**src/rtl/horner_seq_ctrl.sv**
```systemverilog
// Sequencer for a Horner-scheme polynomial evaluator: walks D coefficient steps per
// sample, waits out the MAC datapath after each step, and hands results downstream.
module horner_seq_ctrl #(
    parameter int ADDR_LINES  = 4,
    parameter int CNT_W       = 8,
    parameter int MAC_LATENCY = 12
) (
    input  logic                  clk,
    input  logic                  rst,
    input  logic [ADDR_LINES-1:0] wr_ptr_coeff,
    input  logic [CNT_W-1:0]      sample_count,
    input  logic                  start_signal,
    input  logic                  start_coeff,
    input  logic                  out_ready,
    input  logic                  abort,
    output logic                  wr_en_signal,
    output logic                  wr_en_coeff,
    output logic                  rd_en_signal,
    output logic                  rd_en_coeff,
    output logic [ADDR_LINES-1:0] coeff_addr,
    output logic                  redo_coeff,
    output logic                  redo_data,
    output logic                  LD_result,
    output logic                  busy,
    output logic                  done
);

    localparam int WAIT_W = (MAC_LATENCY > 1) ? $clog2(MAC_LATENCY) : 1;
    localparam logic [WAIT_W-1:0] WAIT_LAST = WAIT_W'(MAC_LATENCY - 1);

    typedef enum logic [2:0] {
        ST_LOAD   = 3'd0,
        ST_PRIME  = 3'd1,
        ST_CHECK  = 3'd2,
        ST_STEP   = 3'd3,
        ST_WAIT   = 3'd4,
        ST_RESULT = 3'd5,
        ST_DONE   = 3'd6
    } state_t;

    state_t                state_q, state_d;
    logic [ADDR_LINES-1:0] deg_q, deg_d;
    logic [ADDR_LINES-1:0] k_q, k_d;
    logic [WAIT_W-1:0]     wait_q, wait_d;
    logic [CNT_W-1:0]      rem_q, rem_d;

    always_ff @(posedge clk) begin
        if (rst) begin
            state_q <= ST_LOAD;
            deg_q   <= '0;
            k_q     <= '0;
            wait_q  <= '0;
            rem_q   <= '0;
        end else begin
            state_q <= state_d;
            deg_q   <= deg_d;
            k_q     <= k_d;
            wait_q  <= wait_d;
            rem_q   <= rem_d;
        end
    end

    always_comb begin
        state_d      = state_q;
        deg_d        = deg_q;
        k_d          = k_q;
        wait_d       = wait_q;
        rem_d        = rem_q;
        wr_en_signal = 1'b0;
        wr_en_coeff  = 1'b0;
        rd_en_signal = 1'b0;
        rd_en_coeff  = 1'b0;
        coeff_addr   = '0;
        redo_coeff   = 1'b0;
        redo_data    = 1'b1;
        LD_result    = 1'b0;
        done         = 1'b0;
        busy         = !rst && (state_q != ST_LOAD);

        if (rst) begin
            // Reset presents LOAD decoding but never launches a batch
            state_d      = ST_LOAD;
            wr_en_signal = !start_signal;
            wr_en_coeff  = start_signal & !start_coeff;
        end else if (abort && (state_q != ST_LOAD)) begin
            state_d = ST_LOAD;
        end else begin
            case (state_q)
                ST_LOAD: begin
                    wr_en_signal = !start_signal;
                    wr_en_coeff  = start_signal & !start_coeff;
                    if (start_signal && start_coeff && !abort) begin
                        deg_d = wr_ptr_coeff;
                        rem_d = sample_count;
                        if (sample_count == '0) begin
                            state_d = ST_DONE;
                        end else begin
                            rd_en_signal = 1'b1;
                            redo_coeff   = 1'b1;
                            state_d      = ST_PRIME;
                        end
                    end
                end
                ST_PRIME: begin
                    redo_data = 1'b0;
                    k_d       = deg_q;
                    state_d   = ST_CHECK;
                end
                ST_CHECK: begin
                    state_d = (k_q == '0) ? ST_RESULT : ST_STEP;
                end
                ST_STEP: begin
                    rd_en_coeff = 1'b1;
                    coeff_addr  = k_q - ADDR_LINES'(1);
                    k_d         = k_q - ADDR_LINES'(1);
                    wait_d      = '0;
                    state_d     = ST_WAIT;
                end
                ST_WAIT: begin
                    if (wait_q == WAIT_LAST) begin
                        state_d = ST_CHECK;
                    end else begin
                        wait_d = wait_q + WAIT_W'(1);
                    end
                end
                ST_RESULT: begin
                    if (out_ready) begin
                        LD_result = 1'b1;
                        rem_d     = rem_q - CNT_W'(1);
                        if (rem_q == CNT_W'(1)) begin
                            state_d = ST_DONE;
                        end else begin
                            rd_en_signal = 1'b1;
                            redo_coeff   = 1'b1;
                            state_d      = ST_PRIME;
                        end
                    end
                end
                ST_DONE: begin
                    done    = 1'b1;
                    state_d = ST_LOAD;
                end
                default: begin
                    state_d = ST_LOAD;
                end
            endcase
        end
    end

endmodule

```
**config.mk**
```make
export PLATFORM = sky130hd
export DESIGN_NAME = horner_seq_ctrl
export DESIGN_NICKNAME = d
export VERILOG_FILES = /design/src/rtl/horner_seq_ctrl.sv
export SDC_FILE = /design/constraint.sdc
export NUM_CORES = 1
export LEC_CHECK = 0
export ABC_AREA = 1
export CAP_MARGIN = 20
export CORE_UTILIZATION = 25
export CTS_CLUSTER_SIZE = 12
export DETAILED_ROUTE_END_ITERATION = 7
export SETUP_SLACK_MARGIN = 0.05
export SYNTH_ARGS = -nofsm -noshare
export SYNTH_HDL_FRONTEND = slang
export SYNTH_SLANG_ARGS = --single-unit
```
**constraint.sdc**
```tcl
create_clock -name clk -period 1.55 [get_ports clk]
set_input_delay 0.31 -clock clk [delete_from_list [all_inputs] [get_ports clk]]
set_output_delay 0.31 -clock clk [all_outputs]
set_load 0.005 [all_outputs]
```
==> out/metrics.cfg, run 1 <==
[clock_network]
path_clk_slew_ns=0.10
insertion_delay_ns=0.28
hold_buffers=0
clockBufferDepth=2
htreeDepth=1
root_buffer=clkbuf_8
cts_buffers=3
cts_tree=done
cts_sinks=23

[placement]
place_congestion=0.809
placed_area_um2=2400
dpl.cell_count=411
portBuffers=30
pre_cts_ws_ns=-0.792
place_hpwl_um=3660

[pwr]
leakage_nw=1.26
p_int_mw=1.93
ir_worst_vdd_v=0.000540
power_density_nw_per_um2=1280
netSwitchingFraction=0.445
seq_power_share=0.225
p_switching_mw=1.54
p_comb_frac=0.655
clockPowerShare=0.120

[final_layout]
final_area_um2=2710
fin_cells=425
n_antenna_cell=0
multiInputGateArea_um2=1160
register_area_um2=469
drive_gt1_frac=0.426
area_delta_synth_final_pct=67.9
final_util=0.447
nNetsFinal=373
nFillCells=613

[global_routing]
grt_overflow=0
grt_max_degree=15
grt_use_total=0.159
grt_pass1_vias=1886
grt_antenna_before_repair=0
grt_pass1_wl_um=8200

[yosys]
syn_avg_cell_area_um2=6.27
yosys.area.top_type=dfxtp_1
synth_edf_count=0
synthCells=257
synthArstFlopShare=0
synth_flop_cell=dfxtp_1
synth_cell_types=31
synth_commonest_cells=53 x nand2_1, 33 x inv_1, 33 x nor2_1
ys_warn_count=0
synth_top_area_frac=0.286
ys_ff_latch=23
synth-seq-area-share=0.286
syn_nets=279
synth_area_leaders=dfxtp_1 29%, nand2_1 12%, nand3_1 8.1%
yosysMostFrequentCell=nand2_1
synth_area_um2=1610

[timing]
min_period_ns=1.79
fmax_ghz=0.558
final_max_slew_viol_count=0
fin_crit_sh=1.16
rsz0062_at_grt=true
holdWs_ns=0.478
setup_viol=16
finClkSkew_ns=0.00920
tightest_slew_ns=0.458
hold_viol_final=0
setup_ws_ns=-0.241
max_slew_margin=0.693

[floorplanning]
die-area_um2=6770
fp-row-count=28
start_util=0.266
chipHeight_um=82.3
die_x_um=82.3
core_area_um2=6060
num_io_pins=31

[worst_setup_path]
cp-startpoint=state_q[1]
path_cells=nor2_4, nand2_4, buf_6, buf_6, nand2_4, nand2_2, a21oi_2, buf_2
cpPeakStageDelay_ns=0.37
critPathArrivalTime_ns=1.48
worstPathRequired_ns=1.24
cp_max_fo=3
cp-end-kind=output pin
cp_slowest_cell=dfxtp_4
worstReg2RegStart=state_q[1]
start_kind=flop
path_class=reg2out

[worst_hold_path]
worstHoldStart=deg_q[0]
hold_class=reg2reg

[routing]
vias_per_cell=4.56
vias=1938
dr.pass1.iters=5
drtAntennaViolNets=0
wl_um=5100
drc_errors=0
drtIter0Drc=88
post_drt_wl_per_cell_um=12.0

[status]
violations=negative setup slack
status=finished with violations

[run]
maxCapViolCount=0

## logic make-up (layout without fill, tap and decap cells)
kind of cell               Yosys count  count (layout)  synth area share
adders and majority gates            4               4            0.0311
AOI/OAI and AO/OA                   42              42             0.133
DFF                                 23              23             0.286
and+or+nand+nor                    140             141             0.420
xor gates and xnor gates             2               2            0.0109
buffers and inverters               46             138             0.120
## power groups by stage
stage               Clock [mW]  Combinational, mW  Sequential, mW
floorplan                    0               1.07           0.819
global placement             0               1.84           0.788
detailed placement           0               1.86           0.792
CTS                      0.417               2.07           0.780
global route             0.445               2.47           0.793
finish                   0.415               2.27           0.780
## sequential cells by signal, summed over array words and instances, names as in the netlist
name / cells
k_q: 4
rem_q: 8
state_q: 3
deg_q: 4
wait_q: 4
## per-stage QoR
step           setup TNS, ns  total power, mW
2_1_floorplan              0             1.89
3_3_place_gp          -10.79             2.63
3_5_place_dp          -11.76             2.65
4_1_cts                -2.67             3.26
5_1_grt                -3.57             3.71
6_report               -2.34             3.47
## layout by cell type (no fill, tap or decap), drive strengths merged
master / instances
a21oi: 18
nor3: 3
nor2: 39
or2: 2
o21bai: 1
buf: 75
nand3b: 1
clkdlybuf4s50: 14
dfxtp: 23
nand4: 3
o22ai: 1
inv: 40
clkbuf: 3
clkinvlp: 1
xnor2: 1
nand2: 63
dlygate4sd2: 4
clkdlybuf4s15: 1
nand3: 28
o21ai: 22
nor3b: 2
ha: 4
xor2: 1
## path summary, 6_finish.rpt
kind | to | slack [ns] | cells after the start
max | rd_en_signal | -0.24 | 8
min | k_q[0] | 0.48 | 2
max reg2reg | state_q[0] | -0.06 | 12
min reg2reg | k_q[0] | 0.48 | 2
## critical path: cells and delay by family (launching register included)
kind                   cells  cell delay, ns
flip-flops                 1            0.37
buffers and inverters      3            0.38
AO/OA/AOI/OAI              1            0.13
AND/OR/NAND/NOR            4            0.33
## what timing repair did
item,4_1_cts,5_1_grt
gates cloned,0,1
buffers inserted,7,7
gates resized for setup,80,41
hold endpoints to repair,0,0
setup endpoints to repair,24,28
pin swaps,21,22
## layer usage
layer  global-route usage  up-vias  share of wire  routed length [µm]
met1                0.188      883           0.44                2250
li1                     -     1004              -                   -
met3               0.0231       11          0.036                 186
met2                0.288       40           0.50                2550
met5                    0        -              0                   0
met4               0.0579        0          0.021                 108
## cell type report
cell class / instances / share of cell area
Clock inverter: 1 / 0.00277
Timing Repair Buffer: 94 / 0.286
Tap cell: 75 / 0.0347
Sequential cell: 23 / 0.173
Multi-Input combinational cell: 189 / 0.429
Clock buffer: 3 / 0.0153
Inverter: 40 / 0.0592
Power figures use the tool's default switching activity.
==> inputs of run 2 (changes only) <==
- clock period: 1.55 -> 1.5 ns (I/O delays scaled with it)
==> run 2 against run 1 <==
Against the previous run: the run still ends with negative setup slack left; largest power group unchanged; sequential share of layout area fell by 0.36 points; critical path depth down 1; routed wire length increased by 0.82%; global-route usage rose by 0.081 points; largest cell class unchanged; hold slack got worse by 0.0097 ns; clock skew decreased by 0.0057 ns; flip-flop and latch count unchanged.
==> out/metrics.cfg, run 2 (synthesized netlist as in run 1, its figures left out) <==
[status]
violations=negative setup slack
status=finished with violations

[global_routing]
grt_use_total=0.160
grt_antenna_before_repair=0
grt_overflow=0
grt_pass1_vias=1794
grt_pass1_wl_um=8160
grt_max_degree=15

[routing]
dr.pass1.iters=4
post_drt_wl_per_cell_um=11.8
drtIter0Drc=99
vias_per_cell=4.63
drc_errors=0
wl_um=5140
vias=2019
drtAntennaViolNets=0

[placement]
placed_area_um2=2410
dpl.cell_count=412
portBuffers=30
pre_cts_ws_ns=-0.809
place_hpwl_um=3550
place_congestion=0.839

[final_layout]
area_delta_synth_final_pct=72.4
final_area_um2=2780
most-common-layout-cells=62 x buf_4, 49 x nand2_1, 28 x inv_1
nNetsFinal=384
n_antenna_cell=0
fin_cells=436
final_common_cell=buf_4
regMostFlops=rem_q
largest_reg_flops=8
drive_gt1_frac=0.407

[timing]
fmax_ghz=0.570
final_max_slew_viol_count=0
tightest_slew_ns=0.262
fin_crit_sh=1.17
setup_viol=23
rsz0062_at_grt=true
max_slew_margin=0.825
min_period_ns=1.75
hold_viol_final=0
finClkSkew_ns=0.00348
holdWs_ns=0.469
setup_ws_ns=-0.253

[floorplanning]
die-area_um2=6770
start_util=0.266
die_x_um=82.3
fp-row-count=28
core_area_um2=6060
chipHeight_um=82.3
num_io_pins=31

[pwr]
netSwitchingFraction=0.428
seq_power_share=0.217
p_switching_mw=1.60
power_density_nw_per_um2=1340
leakage_nw=1.30
clockPowerShare=0.114
p_comb_frac=0.669
ir_worst_vdd_v=0.000545
p_int_mw=2.13

[worst_setup_path]
critPathArrivalTime_ns=1.45
reg2reg_depth=12
worstPathRequired_ns=1.20
cp-end-kind=output pin
start_kind=flop
path_class=reg2out
cp_max_fo=4

[clock_network]
cts_tree=done
clockBufferDepth=2
hold_buffers=0
path_clk_slew_ns=0.09
cts_buffers=3
insertion_delay_ns=0.28
root_buffer=clkbuf_8
htreeDepth=1
cts_sinks=23

[worst_hold_path]
hold_path_depth=2
hold_class=reg2reg

[run]
maxCapViolCount=0

-- run 2: timing repair --
action	4_1_cts	5_1_grt
pin swaps	16	20
resized for setup	80	37
setup endpoints to repair	24	28
gates cloned	1	0
buffers inserted	13	9
-- run 2: final cells by class --
| cell class | count | area (µm²) |
|---|---|---|
| fill | 594 | 3280 |
| multi-input combinational | 189 | 1130 |
| timing repair buffer | 105 | 876 |
| sequential | 23 | 472 |
| inverter | 40 | 164 |
| tap | 75 | 93.8 |
| clock buffer | 3 | 41.3 |
| clock inverter | 1 | 6.26 |
-- run 2: power groups by stage --
| stage | registers, mW | logic (mW) | clock network (mW) |
|---|---|---|---|
| after floorplan | 0.851 | 1.12 | 0 |
| after global placement | 0.822 | 1.95 | 0 |
| after detailed placement | 0.823 | 1.95 | 0 |
| after CTS | 0.808 | 2.18 | 0.432 |
| after global routing | 0.823 | 2.72 | 0.459 |
| final | 0.809 | 2.50 | 0.425 |
-- run 2: path summary, 6_finish.rpt --
path,to,from,slack (ns)
worst max register to register,rem_q[7],state_q[1],-0.14
worst min register to register,deg_q[3],deg_q[3],0.47
worst min-delay path,deg_q[3],deg_q[3],0.47
worst max-delay path,redo_coeff,state_q[0],-0.25
-- run 2: critical path: stages (launching register included) --
cell     delay, ns
dfxtp_4       0.36
nor2_4        0.13
nand2_4       0.10
buf_6         0.13
nor2_4        0.09
o21ai_2       0.06
a21oi_2       0.16
buf_2         0.13
-- run 2: per-layer routing --
metal | GRT usage | wire, µm
met1 | 0.187 | 2310
met4 | 0.0842 | 180
met3 | 0.0319 | 175
met5 | 0 | 0
met2 | 0.274 | 2470
-- run 2: per-stage QoR --
stage                     power (mW)  setup TNS (ns)   util
final                           3.73           -3.47  0.459
after detailed placement        2.78          -12.64  0.398
after global placement          2.77          -12.03  0.398
after CTS                       3.42           -2.28  0.425
after global routing            4.00           -5.01  0.459
after floorplan                 1.98               0      -
